==> src/rtl/mux_tree_pipe_if.sv <==
`default_nettype none
// +-----------------------------------------------------------------------------+
// | mux_tree_pipe_if                                                            |
// | Valid/ready bus bundle for mux_tree_pipe: parallel words in, one word out.  |
// | Rev 1.0                                                                     |
// +-----------------------------------------------------------------------------+
interface mux_tree_pipe_if #(
  parameter int DATA_W = 8,
  parameter int N_IN   = 8
);
  localparam int LEVELS = $clog2(N_IN);

  logic                     in_valid;
  logic                     in_ready;
  logic [N_IN*DATA_W-1:0]   in_data;
  logic [LEVELS-1:0]        in_sel;
  logic                     out_valid;
  logic                     out_ready;
  logic [DATA_W-1:0]        out_data;
  logic [LEVELS-1:0]        out_sel;

  modport master (
    output in_valid, in_data, in_sel, out_ready,
    input  in_ready, out_valid, out_data, out_sel
  );

  modport slave (
    input  in_valid, in_data, in_sel, out_ready,
    output in_ready, out_valid, out_data, out_sel
  );
endinterface
`default_nettype wire

==> src/rtl/mux_tree_pipe.sv <==
`default_nettype none
// +-----------------------------------------------------------------------------+
// | mux_tree_pipe                                                               |
// | Pipelined N:1 binary mux tree with valid/ready flow control.                |
// | Define MUX_TREE_PIPE_EN for one register stage per tree level; otherwise    |
// | the tree is combinational with a single output register stage.             |
// | Rev 1.0                                                                     |
// +-----------------------------------------------------------------------------+
module mux_tree_pipe #(
  parameter int DATA_W = 8,
  parameter int N_IN   = 8
) (
  input  logic           clk,
  input  logic           rst_n,
  mux_tree_pipe_if.slave bus
);
  localparam int LEVELS = $clog2(N_IN);

`ifdef MUX_TREE_PIPE_EN
  // All tree levels packed back to back: level k starts at word N_IN - (N_IN >> k).
  localparam int NW = N_IN - 1;

  logic [NW*DATA_W-1:0]          r_tree;
  logic [NW*DATA_W-1:0]          w_tree_nxt;
  logic [LEVELS-1:0][LEVELS-1:0] r_sel;
  logic [LEVELS-1:0][LEVELS-1:0] w_sel_nxt;
  logic [LEVELS-1:0]             r_v;
  logic [LEVELS-1:0]             w_v_nxt;
  logic [LEVELS-1:0]             w_acc;

  // Acceptance ripples back from the consumer so empty stages fill while downstream stalls.
  always_comb begin
    w_acc = '0;
    w_acc[LEVELS-1] = !r_v[LEVELS-1] || bus.out_ready;
    for (int k = LEVELS - 2; k >= 0; k--) begin
      w_acc[k] = !r_v[k] || w_acc[k+1];
    end
  end

  for (genvar k = 0; k < LEVELS; k++) begin : g_stage
    localparam int CNT = N_IN >> (k + 1);
    localparam int OFS = N_IN - (N_IN >> k);

    logic [2*CNT*DATA_W-1:0] w_src;
    logic [LEVELS-1:0]       w_src_sel;
    logic                    w_src_v;

    if (k == 0) begin : g_head
      assign w_src     = bus.in_data;
      assign w_src_sel = bus.in_sel;
      assign w_src_v   = bus.in_valid;
    end else begin : g_body
      assign w_src     = r_tree[(N_IN - (N_IN >> (k - 1)))*DATA_W +: 2*CNT*DATA_W];
      assign w_src_sel = r_sel[k-1];
      assign w_src_v   = r_v[k-1];
    end

    for (genvar j = 0; j < CNT; j++) begin : g_pair
      assign w_tree_nxt[(OFS+j)*DATA_W +: DATA_W] =
        !w_acc[k]    ? r_tree[(OFS+j)*DATA_W +: DATA_W] :
        w_src_sel[k] ? w_src[(2*j+1)*DATA_W +: DATA_W]  :
                       w_src[(2*j)*DATA_W +: DATA_W];
    end

    assign w_sel_nxt[k] = w_acc[k] ? w_src_sel : r_sel[k];
    assign w_v_nxt[k]   = w_acc[k] ? w_src_v   : r_v[k];
  end

  always_ff @(posedge clk) begin
    if (!rst_n) begin
      r_tree <= '0;
      r_sel  <= '0;
      r_v    <= '0;
    end else begin
      r_tree <= w_tree_nxt;
      r_sel  <= w_sel_nxt;
      r_v    <= w_v_nxt;
    end
  end

  assign bus.in_ready  = w_acc[0];
  assign bus.out_valid = r_v[LEVELS-1];
  assign bus.out_data  = r_tree[(NW-1)*DATA_W +: DATA_W];
  assign bus.out_sel   = r_sel[LEVELS-1];

`else
  logic [N_IN*DATA_W-1:0] w_lvl;
  logic [DATA_W-1:0]      r_data;
  logic [LEVELS-1:0]      r_sel;
  logic                   r_v;
  logic                   w_acc;

  // In-place reduction: word j of a level only reads words 2j and 2j+1 of the level above.
  always_comb begin
    w_lvl = bus.in_data;
    for (int k = 0; k < LEVELS; k++) begin
      for (int j = 0; j < (N_IN >> (k + 1)); j++) begin
        w_lvl[j*DATA_W +: DATA_W] = bus.in_sel[k] ? w_lvl[(2*j+1)*DATA_W +: DATA_W]
                                                  : w_lvl[(2*j)*DATA_W +: DATA_W];
      end
    end
  end

  assign w_acc = !r_v || bus.out_ready;

  always_ff @(posedge clk) begin
    if (!rst_n) begin
      r_data <= '0;
      r_sel  <= '0;
      r_v    <= 1'b0;
    end else if (w_acc) begin
      r_data <= w_lvl[DATA_W-1:0];
      r_sel  <= bus.in_sel;
      r_v    <= bus.in_valid;
    end
  end

  assign bus.in_ready  = w_acc;
  assign bus.out_valid = r_v;
  assign bus.out_data  = r_data;
  assign bus.out_sel   = r_sel;
`endif

endmodule
`default_nettype wire

==> src/flat_wrapper.sv <==
// flat-port wrapper written by rule: the top's interface ports become plain ports
module mux_tree_pipe_flat 
#(
  parameter int DATA_W = 8,
  parameter int N_IN   = 8
)
  (clk, rst_n, bus_in_valid, bus_in_data, bus_in_sel, bus_out_ready, bus_in_ready, bus_out_valid, bus_out_data, bus_out_sel);
  mux_tree_pipe_if #(.DATA_W(DATA_W), .N_IN(N_IN)) bus_i ();
  input  logic clk;
  input  logic rst_n;
  input wire logic [$bits(bus_i.in_valid)-1:0] bus_in_valid;
  input wire logic [$bits(bus_i.in_data)-1:0] bus_in_data;
  input wire logic [$bits(bus_i.in_sel)-1:0] bus_in_sel;
  input wire logic [$bits(bus_i.out_ready)-1:0] bus_out_ready;
  output wire logic [$bits(bus_i.in_ready)-1:0] bus_in_ready;
  output wire logic [$bits(bus_i.out_valid)-1:0] bus_out_valid;
  output wire logic [$bits(bus_i.out_data)-1:0] bus_out_data;
  output wire logic [$bits(bus_i.out_sel)-1:0] bus_out_sel;
  assign bus_i.in_valid = bus_in_valid;
  assign bus_i.in_data = bus_in_data;
  assign bus_i.in_sel = bus_in_sel;
  assign bus_i.out_ready = bus_out_ready;
  assign bus_in_ready = bus_i.in_ready;
  assign bus_out_valid = bus_i.out_valid;
  assign bus_out_data = bus_i.out_data;
  assign bus_out_sel = bus_i.out_sel;
  mux_tree_pipe #(.DATA_W(DATA_W), .N_IN(N_IN)) u_core (.clk(clk), .rst_n(rst_n), .bus(bus_i));
endmodule
==> config.mk <==
export PLATFORM = sky130hd
export DESIGN_NAME = mux_tree_pipe_flat
export DESIGN_NICKNAME = d
export VERILOG_FILES = /design/src/rtl/mux_tree_pipe_if.sv /design/src/rtl/mux_tree_pipe.sv /design/src/flat_wrapper.sv
export SDC_FILE = /design/constraint.sdc
export NUM_CORES = 1
export LEC_CHECK = 0
export ABC_AREA = 1
export BUFFER_PORTS_ARGS = -buffer_cell sky130_fd_sc_hd__buf_2
export CORE_MARGIN = 8
export CORE_UTILIZATION = 37
export DETAILED_ROUTE_END_ITERATION = 8
export PLACE_DENSITY = 0.75
export SYNTH_ARGS = -nofsm -noshare
export SYNTH_HDL_FRONTEND = slang
export SYNTH_SLANG_ARGS = --single-unit
==> constraint.sdc <==
create_clock -name clk -period 1 [get_ports clk]
set_input_delay 0.1 -clock clk [delete_from_list [all_inputs] [get_ports clk]]
set_output_delay 0.1 -clock clk [all_outputs]
set_load 0.03 [all_outputs]
==> run summary <==
Post-route DRC - 0
CP cell instances - inv_2 -> nor2_4 -> buf_6 -> inv_8 -> buf_6
GRT met1 Usage - 14.14%
Largest stage delay on the critical path - 350 ps
Fin worst setup slack - -175.2 ps
Initial DRC Count - 39
DIE HEIGHT - 72.32 um
Top cells by count, synth - 96 x nand2_1, 48 x nand3_1, 42 x inv_1, 12 x dfxtp_1
GRT Overall Usage - 14.37%
Top FF cell, synth - dfxtp_1
CTS tree - built
Worst-Margin Slew - 304.6 ps
DIE AREA - 0.005230 mm^2
Post-synth ARST share - 0%
Max VDD drop - 0.8045 mV
CP max stage cell - dfxtp_4
Core outline area - 0.003028 mm^2
Die span in x - 72.32 um
Maximum clock frequency - 0.8510 GHz
Hold-critical path depth - 2
DP Wirelength - 3210 um
HP Class - in -> reg
Max-slew violations - 0
Skew-Pair Late Insertion Delay - 270 ps
Failing checks - setup timing
YS warnings - 0
Hold Vio Cnt, Final - 0
Max Fanout on Critical Path - 2
Pwr per Cell Area - 893.9 mW/mm^2
Place WS - -79.49 ps
Hold WS - 46.66 ps
Cells after Synth - 223
Synth area leader - nand2_1
Share of post-route cells with drive strength above 1 - 40.45%
Clk sink count - 12
Clk root buf - clkbuf_4
Post-Syn Area - 0.001174 mm^2
Final ANT Viol Nets - 0
Port Buffer Count - 83
Pre-antenna DRT Iters - 4
Starting density of the core - 38.76%
Via count - 1,602
First-pass GRT wire length - 6203 um
Placed insts - 347
Vias in the first global route - 1,497
GPL Wtd Cong - 0.7733
Synthesized flop and latch total - 12
LEAKAGE - 1.163 nW
Pin count of the biggest net entering global routing - 34
Non-Filler Instances - 353
Count leader, synth - nand2_1
Antenna diode count - 0
Crit Path Category - reg -> out
Area share of the largest cell type after synthesis - 30.70%
Hold_buf cts - 0
Slew HR - 79.69%
Largest delay share family, worst path - flip-flops
I/O Pins - 84
Max_cap viols - 0
NumNets Final - 381
Met2 Use GR - 27.88%
Worst path bufs/invs - 4
Worst reg2reg path depth - 9
Top cells by area, synth - nand2_1 31%, dfxtp_1 20%, nand3_1 20%, inv_1 13%, buf_6 4.8%
Row Count - 20
Clock Skew - 1.129 ps
Grt peak-use layer - met2
Worst-path clk slew - 70 ps
Number of H-tree levels - 1
Top cell by count, worst path - buf_6
WP data arrival - 1080 ps
Final cycle utilization of the critical path - 117.5%
Post-synth EDFFs - 0
Num CTS Buffers - 3
Post-DR wirelength/cell - 11.42 um
Overflow after GRT - 0
Clock buffer depth - 2
Syn_area_per_cell - 5.263 um^2
Unique masters post-synth - 14
Sequential share of the synthesized area - 20.47%
Unrepaired setup endpoints after global routing - true
Req. time, crit path - 900 ps
Routed vias/inst - 4.538
Initial antenna violation count - 0
Post-synth net total - 294
Critical path launch point type - flip-flop
Final WL - 4031 um
Final Critical Period - 1175 ps
Met3 GRT Util - 4.683%
Setup_tns - -1365 ps
Crit path depth - 5
CP endpoint kind - output pin
Final setup viols - 12
Status - complete, but fails checks
Area Overhead vs Synth - 53.73%
[layout by cell type (no fill, tap or decap)]
cell      instances
nor2_1            1
inv_2             1
buf_4             5
buf_2            82
dfxtp_4           1
nand3_2          12
nor2_4            3
nand3_1          36
clkbuf_8          1
clkbuf_4          3
o21a_1            1
buf_6             6
inv_4             2
inv_1            41
dfxtp_1          11
o21ai_2           3
nand2_2           4
a21oi_1           2
nand2_1          92
buf_12            1
inv_8             1
[final timing paths]
path,startpoint,endpoint,slack (ps)
worst max-delay path,u_core.bus.out_valid,bus_in_ready,-180
worst min-delay path,bus_in_valid,u_core.bus.out_valid,50
worst max register to register,u_core.bus.out_valid,u_core.bus.out_data[5],-140
worst min register to register,u_core.bus.out_sel[1],u_core.bus.out_sel[1],520
[worst reg2reg max path: cells and delay by family, from the launching register on]
kind / cells / cell delay (ps)
DFF: 1 / 350
buffers and inverters: 4 / 330
and+or+nand+nor: 5 / 360
[flip-flops by register name, summed over array words and instances (netlist names)]
register	count
u_core.bus.out_data	8
u_core.bus.out_sel	3
u_core.bus.out_valid	1
[timing repair]
item	4_1_cts	5_1_grt
buffers inserted	3	0
gates resized for setup	4	24
pin swaps	2	14
endpoints found under the setup margin	12	13
[area by class of cell]
| class | count | area [um^2] |
|---|---|---|
| fillers | 349 | 1224 |
| multi-input cells | 154 | 752.0 |
| repair buffers | 94 | 535.5 |
| flip-flops and latches | 12 | 244.0 |
| inverters | 45 | 181.4 |
| well taps | 44 | 55.05 |
| clock buffers | 4 | 36.28 |
[metal layers]
layer  up-vias  share of wire, %
li1        843                 -
met1       707                40
met2        48                53
met3         4               6.6
met4         0              0.72
met5         -                 0
[metrics by stage]
step | cell area, um^2 | power [mW] | util [%]
4_1_cts | 1709 | 1.581 | 56.45
5_1_grt | 1804 | 1.720 | 59.59
3_5_place_dp | 1637 | 1.178 | 54.05
3_3_place_gp | 1637 | 1.170 | 54.05
6_report | 1804 | 1.613 | 59.59
2_1_floorplan | 1194 | 0.9469 | -
[logic make-up (layout without fill, tap and decap cells)]
group / after synthesis / count (layout) / share of synthesized area, %
and+or+nand+nor: 148 / 148 / 53.09
buffers and inverters: 57 / 143 / 23.67
DFF: 12 / 12 / 20.47
AOI/OAI and AO/OA: 6 / 6 / 2.772
[power by group]
part           internal, mW  switching [mW]
registers             0.517          0.0222
clock network         0.221           0.164
logic                 0.298           0.391
total                  1.04           0.577
(Power assumes the default switching activity.)
